<file path="config.mk">
export PLATFORM = sky130hd
export DESIGN_NAME = sevenseg_scan_decoder
export DESIGN_NICKNAME = d
export VERILOG_FILES = /design/src/rtl/sevenseg_pkg.sv /design/src/rtl/sevenseg_glyph_dec.sv /design/src/rtl/sevenseg_scan_decoder.sv
export SDC_FILE = /design/constraint.sdc
export NUM_CORES = 1
export LEC_CHECK = 0
export BUFFER_PORTS_ARGS = -buffer_cell sky130_fd_sc_hd__clkbuf_2
export CAP_MARGIN = 30
export CELL_PAD_IN_SITES_DETAIL_PLACEMENT = 2
export CELL_PAD_IN_SITES_GLOBAL_PLACEMENT = 2
export CORE_ASPECT_RATIO = 0.9
export CORE_MARGIN = 2
export CORE_UTILIZATION = 44
export DETAILED_ROUTE_END_ITERATION = 12
export GPL_TIMING_DRIVEN = 0
export MAX_ROUTING_LAYER = met4
export PLACE_DENSITY_LB_ADDON = 0.1
export SLEW_MARGIN = 25
export SYNTH_ARGS = -nofsm -noshare
export SYNTH_HDL_FRONTEND = slang
export SYNTH_SLANG_ARGS = --single-unit
</file>
<file path="constraint.sdc">
create_clock -name clk -period 5.4 [get_ports clk]
set_input_delay 0 -clock clk [delete_from_list [all_inputs] [get_ports clk]]
set_output_delay 0 -clock clk [all_outputs]
set_load 0.05 [all_outputs]
</file>
<file path="src/rtl/sevenseg_pkg.sv">
// Shared constants and types for 7-segment scan monitors: active-low glyphs,
// one-hot digit selects and the frame-collection state encoding.
package sevenseg_pkg;

  // Active-low glyphs, bit7..bit1 = a..g, bit0 = dp (held off here).
  localparam logic [7:0] SEG_0     = 8'h03;
  localparam logic [7:0] SEG_1     = 8'h9F;
  localparam logic [7:0] SEG_2     = 8'h25;
  localparam logic [7:0] SEG_3     = 8'h0D;
  localparam logic [7:0] SEG_4     = 8'h99;
  localparam logic [7:0] SEG_5     = 8'h49;
  localparam logic [7:0] SEG_6     = 8'h41;
  localparam logic [7:0] SEG_7     = 8'h1F;
  localparam logic [7:0] SEG_8     = 8'h01;
  localparam logic [7:0] SEG_9     = 8'h19;
  localparam logic [7:0] SEG_BLANK = 8'hFF;

  localparam logic [3:0] AN_HT = 4'b0001;
  localparam logic [3:0] AN_HO = 4'b0010;
  localparam logic [3:0] AN_MT = 4'b0100;
  localparam logic [3:0] AN_MO = 4'b1000;

  typedef enum logic [1:0] {
    HUNT    = 2'd0,
    COLLECT = 2'd1,
    CHECK   = 2'd2
  } scan_state_t;

  function automatic logic is_onehot4(input logic [3:0] v);
    return (v != 4'd0) && ((v & (v - 4'd1)) == 4'd0);
  endfunction

endpackage

</file>
<file path="src/rtl/sevenseg_glyph_dec.sv">
// Combinational glyph decoder: segments a..g (active-low) to a BCD digit,
// flagging any pattern that is not one of the ten digit glyphs.
module sevenseg_glyph_dec
  import sevenseg_pkg::*;
(
  input  logic [6:0] seg,
  output logic [3:0] digit,
  output logic       illegal
);

  always_comb begin
    digit   = 4'd0;
    illegal = 1'b0;
    case (seg)
      SEG_0[7:1]: digit = 4'd0;
      SEG_1[7:1]: digit = 4'd1;
      SEG_2[7:1]: digit = 4'd2;
      SEG_3[7:1]: digit = 4'd3;
      SEG_4[7:1]: digit = 4'd4;
      SEG_5[7:1]: digit = 4'd5;
      SEG_6[7:1]: digit = 4'd6;
      SEG_7[7:1]: digit = 4'd7;
      SEG_8[7:1]: digit = 4'd8;
      SEG_9[7:1]: digit = 4'd9;
      default:    illegal = 1'b1;
    endcase
  end

endmodule

</file>
<file path="src/rtl/sevenseg_scan_decoder.sv">
// Reconstructs HH:MM from a multiplexed 4-digit 7-segment bus.
// Optional build macro ERR_COUNT_EN adds a saturating rejected-frame counter.
module sevenseg_scan_decoder
  import sevenseg_pkg::*;
#(
  parameter int SETTLE  = 4,
  parameter int TIMEOUT = 65536
) (
  input  logic       clk,
  input  logic       rst_n,
  input  logic [3:0] an_in,
  input  logic [7:0] seg_in,
  output logic [4:0] hours,
  output logic [5:0] minutes,
  output logic       frame_valid,
  output logic       frame_err,
  output logic       link_lost
`ifdef ERR_COUNT_EN
  ,
  output logic [7:0] err_count
`endif
);

  localparam logic [3:0]  SETTLE_LAST = 4'(SETTLE - 1);
  localparam logic [3:0]  SETTLE_PRE  = 4'(SETTLE - 2);
  localparam logic [16:0] TO_LAST     = 17'(TIMEOUT - 1);

  logic [3:0]  an_s1, an_s2;
  logic [7:0]  seg_s1, seg_s2;
  logic [11:0] sample, sample_prev;
  logic [3:0]  settle_cnt;
  logic        changed, accept;

  logic [3:0]  dig;
  logic        illegal;

  scan_state_t state, state_next;
  logic [3:0]  mask, mask_next;
  logic        err_flag, err_next;
  logic        wr_en, check_ok, check_fail;
  logic [3:0]  digits [4];
  logic [7:0]  hr_sum, min_sum;
  logic        range_ok;
  logic [16:0] to_cnt;

  assign sample  = {an_s2, seg_s2};
  assign changed = (sample != sample_prev);
  // Accept on the cycle the settle counter steps onto its last value; it then parks.
  assign accept  = !changed && (settle_cnt == SETTLE_PRE) && is_onehot4(an_s2);

  always_ff @(posedge clk or negedge rst_n) begin
    if (!rst_n) begin
      an_s1       <= '0;
      an_s2       <= '0;
      seg_s1      <= '0;
      seg_s2      <= '0;
      sample_prev <= '0;
      settle_cnt  <= '0;
    end else begin
      an_s1       <= an_in;
      an_s2       <= an_s1;
      seg_s1      <= seg_in;
      seg_s2      <= seg_s1;
      sample_prev <= sample;
      if (changed)
        settle_cnt <= '0;
      else if (settle_cnt != SETTLE_LAST)
        settle_cnt <= settle_cnt + 4'd1;
    end
  end

  sevenseg_glyph_dec u_glyph_dec (
    .seg     (seg_s2[7:1]),
    .digit   (dig),
    .illegal (illegal)
  );

  // ht*10 built from shifts in a wide sum so the range check sees the true value.
  assign hr_sum   = ({4'd0, digits[0]} << 3) + ({4'd0, digits[0]} << 1) + {4'd0, digits[1]};
  assign min_sum  = ({4'd0, digits[2]} << 3) + ({4'd0, digits[2]} << 1) + {4'd0, digits[3]};
  assign range_ok = (digits[0] <= 4'd2) && (hr_sum <= 8'd23) && (digits[2] <= 4'd5);

  always_comb begin
    state_next = state;
    mask_next  = mask;
    err_next   = err_flag;
    wr_en      = 1'b0;
    check_ok   = 1'b0;
    check_fail = 1'b0;
    case (state)
      HUNT: begin
        if (accept && an_s2 == AN_HT) begin
          state_next = COLLECT;
          mask_next  = AN_HT;
          err_next   = illegal;
          wr_en      = 1'b1;
        end
      end
      COLLECT: begin
        if (accept) begin
          if ((mask & an_s2) != 4'd0) begin
            // A repeated hour-tens slot is a fresh frame start; any other repeat drops the frame.
            if (an_s2 == AN_HT) begin
              mask_next = AN_HT;
              err_next  = illegal;
              wr_en     = 1'b1;
            end else begin
              state_next = HUNT;
              mask_next  = '0;
              err_next   = 1'b0;
            end
          end else begin
            mask_next = mask | an_s2;
            err_next  = err_flag | illegal;
            wr_en     = 1'b1;
            if ((mask | an_s2) == 4'b1111)
              state_next = CHECK;
          end
        end
      end
      CHECK: begin
        state_next = HUNT;
        mask_next  = '0;
        err_next   = 1'b0;
        if (!err_flag && range_ok)
          check_ok = 1'b1;
        else
          check_fail = 1'b1;
      end
      default: begin
        state_next = HUNT;
        mask_next  = '0;
        err_next   = 1'b0;
      end
    endcase
  end

  always_ff @(posedge clk or negedge rst_n) begin
    if (!rst_n) begin
      state    <= HUNT;
      mask     <= '0;
      err_flag <= 1'b0;
      for (int i = 0; i < 4; i++)
        digits[i] <= '0;
    end else begin
      state    <= state_next;
      mask     <= mask_next;
      err_flag <= err_next;
      for (int i = 0; i < 4; i++)
        if (wr_en && an_s2[i])
          digits[i] <= dig;
    end
  end

  always_ff @(posedge clk or negedge rst_n) begin
    if (!rst_n) begin
      hours       <= '0;
      minutes     <= '0;
      frame_valid <= 1'b0;
      frame_err   <= 1'b0;
      link_lost   <= 1'b0;
      to_cnt      <= '0;
    end else begin
      frame_valid <= check_ok;
      frame_err   <= check_fail;
      if (check_ok) begin
        hours     <= hr_sum[4:0];
        minutes   <= min_sum[5:0];
        to_cnt    <= '0;
        link_lost <= 1'b0;
      end else if (to_cnt == TO_LAST) begin
        link_lost <= 1'b1;
      end else begin
        to_cnt <= to_cnt + 17'd1;
      end
    end
  end

`ifdef ERR_COUNT_EN
  always_ff @(posedge clk or negedge rst_n) begin
    if (!rst_n)
      err_count <= '0;
    else if (check_fail && err_count != 8'hFF)
      err_count <= err_count + 8'd1;
  end
`endif

endmodule
</file>
==> impl_metrics.py <==
metrics = {
    "setup_path": {
        "cp.required_ps": 5640,
        "crit_type": "flop to flop",
        "critPathMaxFanout": 10,
        "crit_path_end_kind": "flop",
        "rrSetupSlack_ps": 2090,
        "worst_setup_path_start_kind": "flop",
        "crit_arrival_ps": 3550,
    },
    "sta": {
        "rsz0062_at_grt": "false",
        "setup_viol": 0,
        "hold_viol": 0,
        "maxSlewViolCount": 0,
        "fin_crit_sh_pct": 61.3,
        "skew_ps": 19.5,
        "worst_pin_slew_ps": 731,
        "finalSetupTns_ps": 0,
        "fmax_mhz": 302,
        "post-route-min-period_ps": 3310,
        "slew_headroom_pct": 51.1,
    },
    "clocking": {
        "cts-htree-levels": 3,
        "cts-buffers-inserted": 9,
        "clock_sinks": 94,
        "cts_tree": "done",
        "clkTransAtPathRegs_ps": 100,
        "cts_root_buf": "clkbuf_8",
        "clk_latency_ps": 370,
        "cts_max_path_buffers": 2,
    },
    "synth": {
        "synthFlopType": "dfrtp_1",
        "yosys-top-cells-area": "dfrtp_1 (54%), mux2_2 (6.2%), ha_1 (4.9%)",
        "ys_seq_area_share_pct": 53.9,
        "synthesis.area_um2": 4370,
        "synth_fp_nets": 418,
        "synth_top_area_share_pct": 53.9,
        "synth_seq_cells": 94,
        "synthArstFlopShare_pct": 100,
        "synth_cell_types": 46,
        "netlist_instances": 383,
        "synth_edf_count": 0,
        "syn_avg_cell_area_um2": 11.4,
        "synth-warning-count": 0,
        "yosys.area.top_type": "dfrtp_1",
    },
    "die": {
        "initial_core_util_pct": 45.2,
        "placementRows": 34,
        "dieHeight_um": 98.5,
        "core_area_um2": 9660,
        "die_w_um": 109,
        "ios": 28,
        "dieArea_um2": 10700,
    },
    "pwr": {
        "vdd_drop_max_mv": 0.134,
        "power_leakage_nw": 2.35,
        "p_total_mw": 1.28,
        "power_density_nw_per_um2": 254,
    },
    "layout": {
        "area_growth_pct": 15.6,
        "layout.nets": 470,
        "layout.cells.non_filler": 566,
        "multiInputGateArea_um2": 1890,
        "drive_gt1_share_pct": 20.0,
        "antenna_cells": 0,
        "final_cell_area_um2": 5040,
        "register_area_um2": 2350,
        "nFillCells": 968,
        "final_core_util_pct": 52.2,
    },
    "routing": {
        "vias_per_cell": 5.55,
        "first_pass_iters": 5,
        "dr_total_vias": 3144,
        "wl_per_cell_um": 19.2,
        "drt_iter0_drc": 65,
        "drc": 0,
        "ant_nets": 0,
        "routed_wl_um": 10800,
    },
    "global_route": {
        "grtUsageTotal_pct": 23.5,
        "antenna_found_initial": 0,
        "grt_max_degree": 60,
        "grt_pass1_vias": 3595,
        "grt_overflow_total": 0,
        "grt_pass1_wl_um": 18700,
    },
    "min_path": {
        "hold_path.class": "primary input to asynchronous set/reset pin",
    },
    "run": {
        "drv_cap": 0,
    },
    "placement": {
        "place_area_um2": 4700,
        "dp.cells": 537,
        "dpl.hpwl_um": 7400,
        "place_congestion": 0.789,
        "numPortBuffers": 27,
    },
    "status": {
        "status": "completed",
    },
}
## cell families (layout without fill, tap and decap cells)
kind of cell               after synthesis  count (layout)  synth area share [%]
and+or+nand+nor                        121             121                  15.1
DFF                                     94              94                  53.9
AOI/OAI and AO/OA                       58              58                  8.51
buffers and inverters                   33              90                  3.15
xor gates and xnor gates                30              30                  6.02
muxes                                   26              26                  6.65
adders and majority gates               21              21                  6.71
## layer usage
layer	share of wire (%)	GRT usage, %	up-vias
li1	-	-	1462
met1	43	29.1	1629
met2	53	39.9	39
met3	2.0	3.51	14
met4	1.4	6.51	0
met5	0	-	-
## worst max-delay path: stages, from the launching register on
cell	delay, ps
dfrtp_1	440
fa_1	550
inv_1	70
fa_1	630
and4_1	220
mux2i_1	90
a2111oi_0	460
buf_2	360
buf_2	290
nor2_1	80
## final timing paths
path / start / endpoint / cells past startpoint
worst min register to register: an_s1[3] / an_s2[3] / 0
worst max-delay path: digits[12] / to_cnt[10] / 9
max in group asynchronous: rst_n / digits[13] / 3
worst max register to register: digits[12] / to_cnt[10] / 9
worst min-delay path: rst_n / to_cnt[14] / 2
min in group clk: seg_in[6] / seg_s1[6] / 2
## stage by stage
stage,setup slack [ps],hold slack (ps)
after floorplan,2440,-296
after global routing,1780,105
after CTS,2040,94.7
after detailed placement,2050,-66.5
final,2090,89.9
after global placement,2180,108
## sequential cells by signal, indices dropped and copies added (netlist names)
name	cells
seg_s1	8
frame_err	1
state	2
digits	16
seg_s2	8
mask	4
an_s1	4
an_s2	4
hours	5
minutes	6
settle_cnt	4
sample_prev	12
frame_valid	1
to_cnt	17
link_lost	1
err_flag	1
## power breakdown
part	internal [mW]	leakage [nW]	switching [mW]	total [mW]
registers	0.717	1.22	0.00669	0.724
clock network	0.229	0.103	0.259	0.488
logic	0.0272	1.03	0.0432	0.0704
## cell usage in the layout (no fill, tap or decap), types with 6 or more instances in the layout
| cell | Yosys | layout |
|---|---|---|
| dlygate4sd3_1 | 0 | 13 |
| dfrtp_1 | 94 | 94 |
| clkbuf_1 | 7 | 7 |
| or3_1 | 8 | 8 |
| clkbuf_8 | 0 | 11 |
| ha_1 | 17 | 17 |
| nand2_1 | 16 | 16 |
| a211oi_1 | 7 | 7 |
| nor4_1 | 8 | 8 |
| xnor2_1 | 24 | 24 |
| o21ai_0 | 9 | 9 |
| a21oi_1 | 18 | 18 |
| xor2_1 | 6 | 6 |
| clkbuf_2 | 0 | 26 |
| buf_2 | 11 | 11 |
| inv_1 | 15 | 15 |
| nand3_1 | 14 | 14 |
| nor2_1 | 27 | 27 |
| nand4_1 | 12 | 12 |
| nor2b_1 | 7 | 7 |
| mux2_2 | 24 | 24 |
## Yosys cell counts (5+ instances only)
| master | number |
|---|---|
| a21oi_1 | 18 |
| nand2_1 | 16 |
| nor4_1 | 8 |
| nand4_1 | 12 |
| a211oi_1 | 7 |
| ha_1 | 17 |
| mux2_2 | 24 |
| nor2_1 | 27 |
| xnor2_1 | 24 |
| xor2_1 | 6 |
| dfrtp_1 | 94 |
| o22ai_1 | 5 |
| nor2b_1 | 7 |
| inv_1 | 15 |
| o21ai_0 | 9 |
| or3_1 | 8 |
| nand3_1 | 14 |
| clkbuf_1 | 7 |
| nor3_1 | 5 |
| buf_2 | 11 |
## final cells by class
class	instances	area share [%]
sequential	94	46.6
inverter	15	1.12
timing repair buffer	41	5.98
clock buffer	10	2.73
clock inverter	6	1.36
multi-input combinational	256	37.5
buffer	18	1.61
tap	126	3.12
## timing repair
action | CTS | global route
buffers inserted | 0 | 0
gates resized for setup | 0 | 0
setup endpoints to repair | 0 | 0
hold buffers | 13 | 0
endpoints found under the hold margin | 106 | 0
No activity file was read; power rests on OpenSTA's default activity.
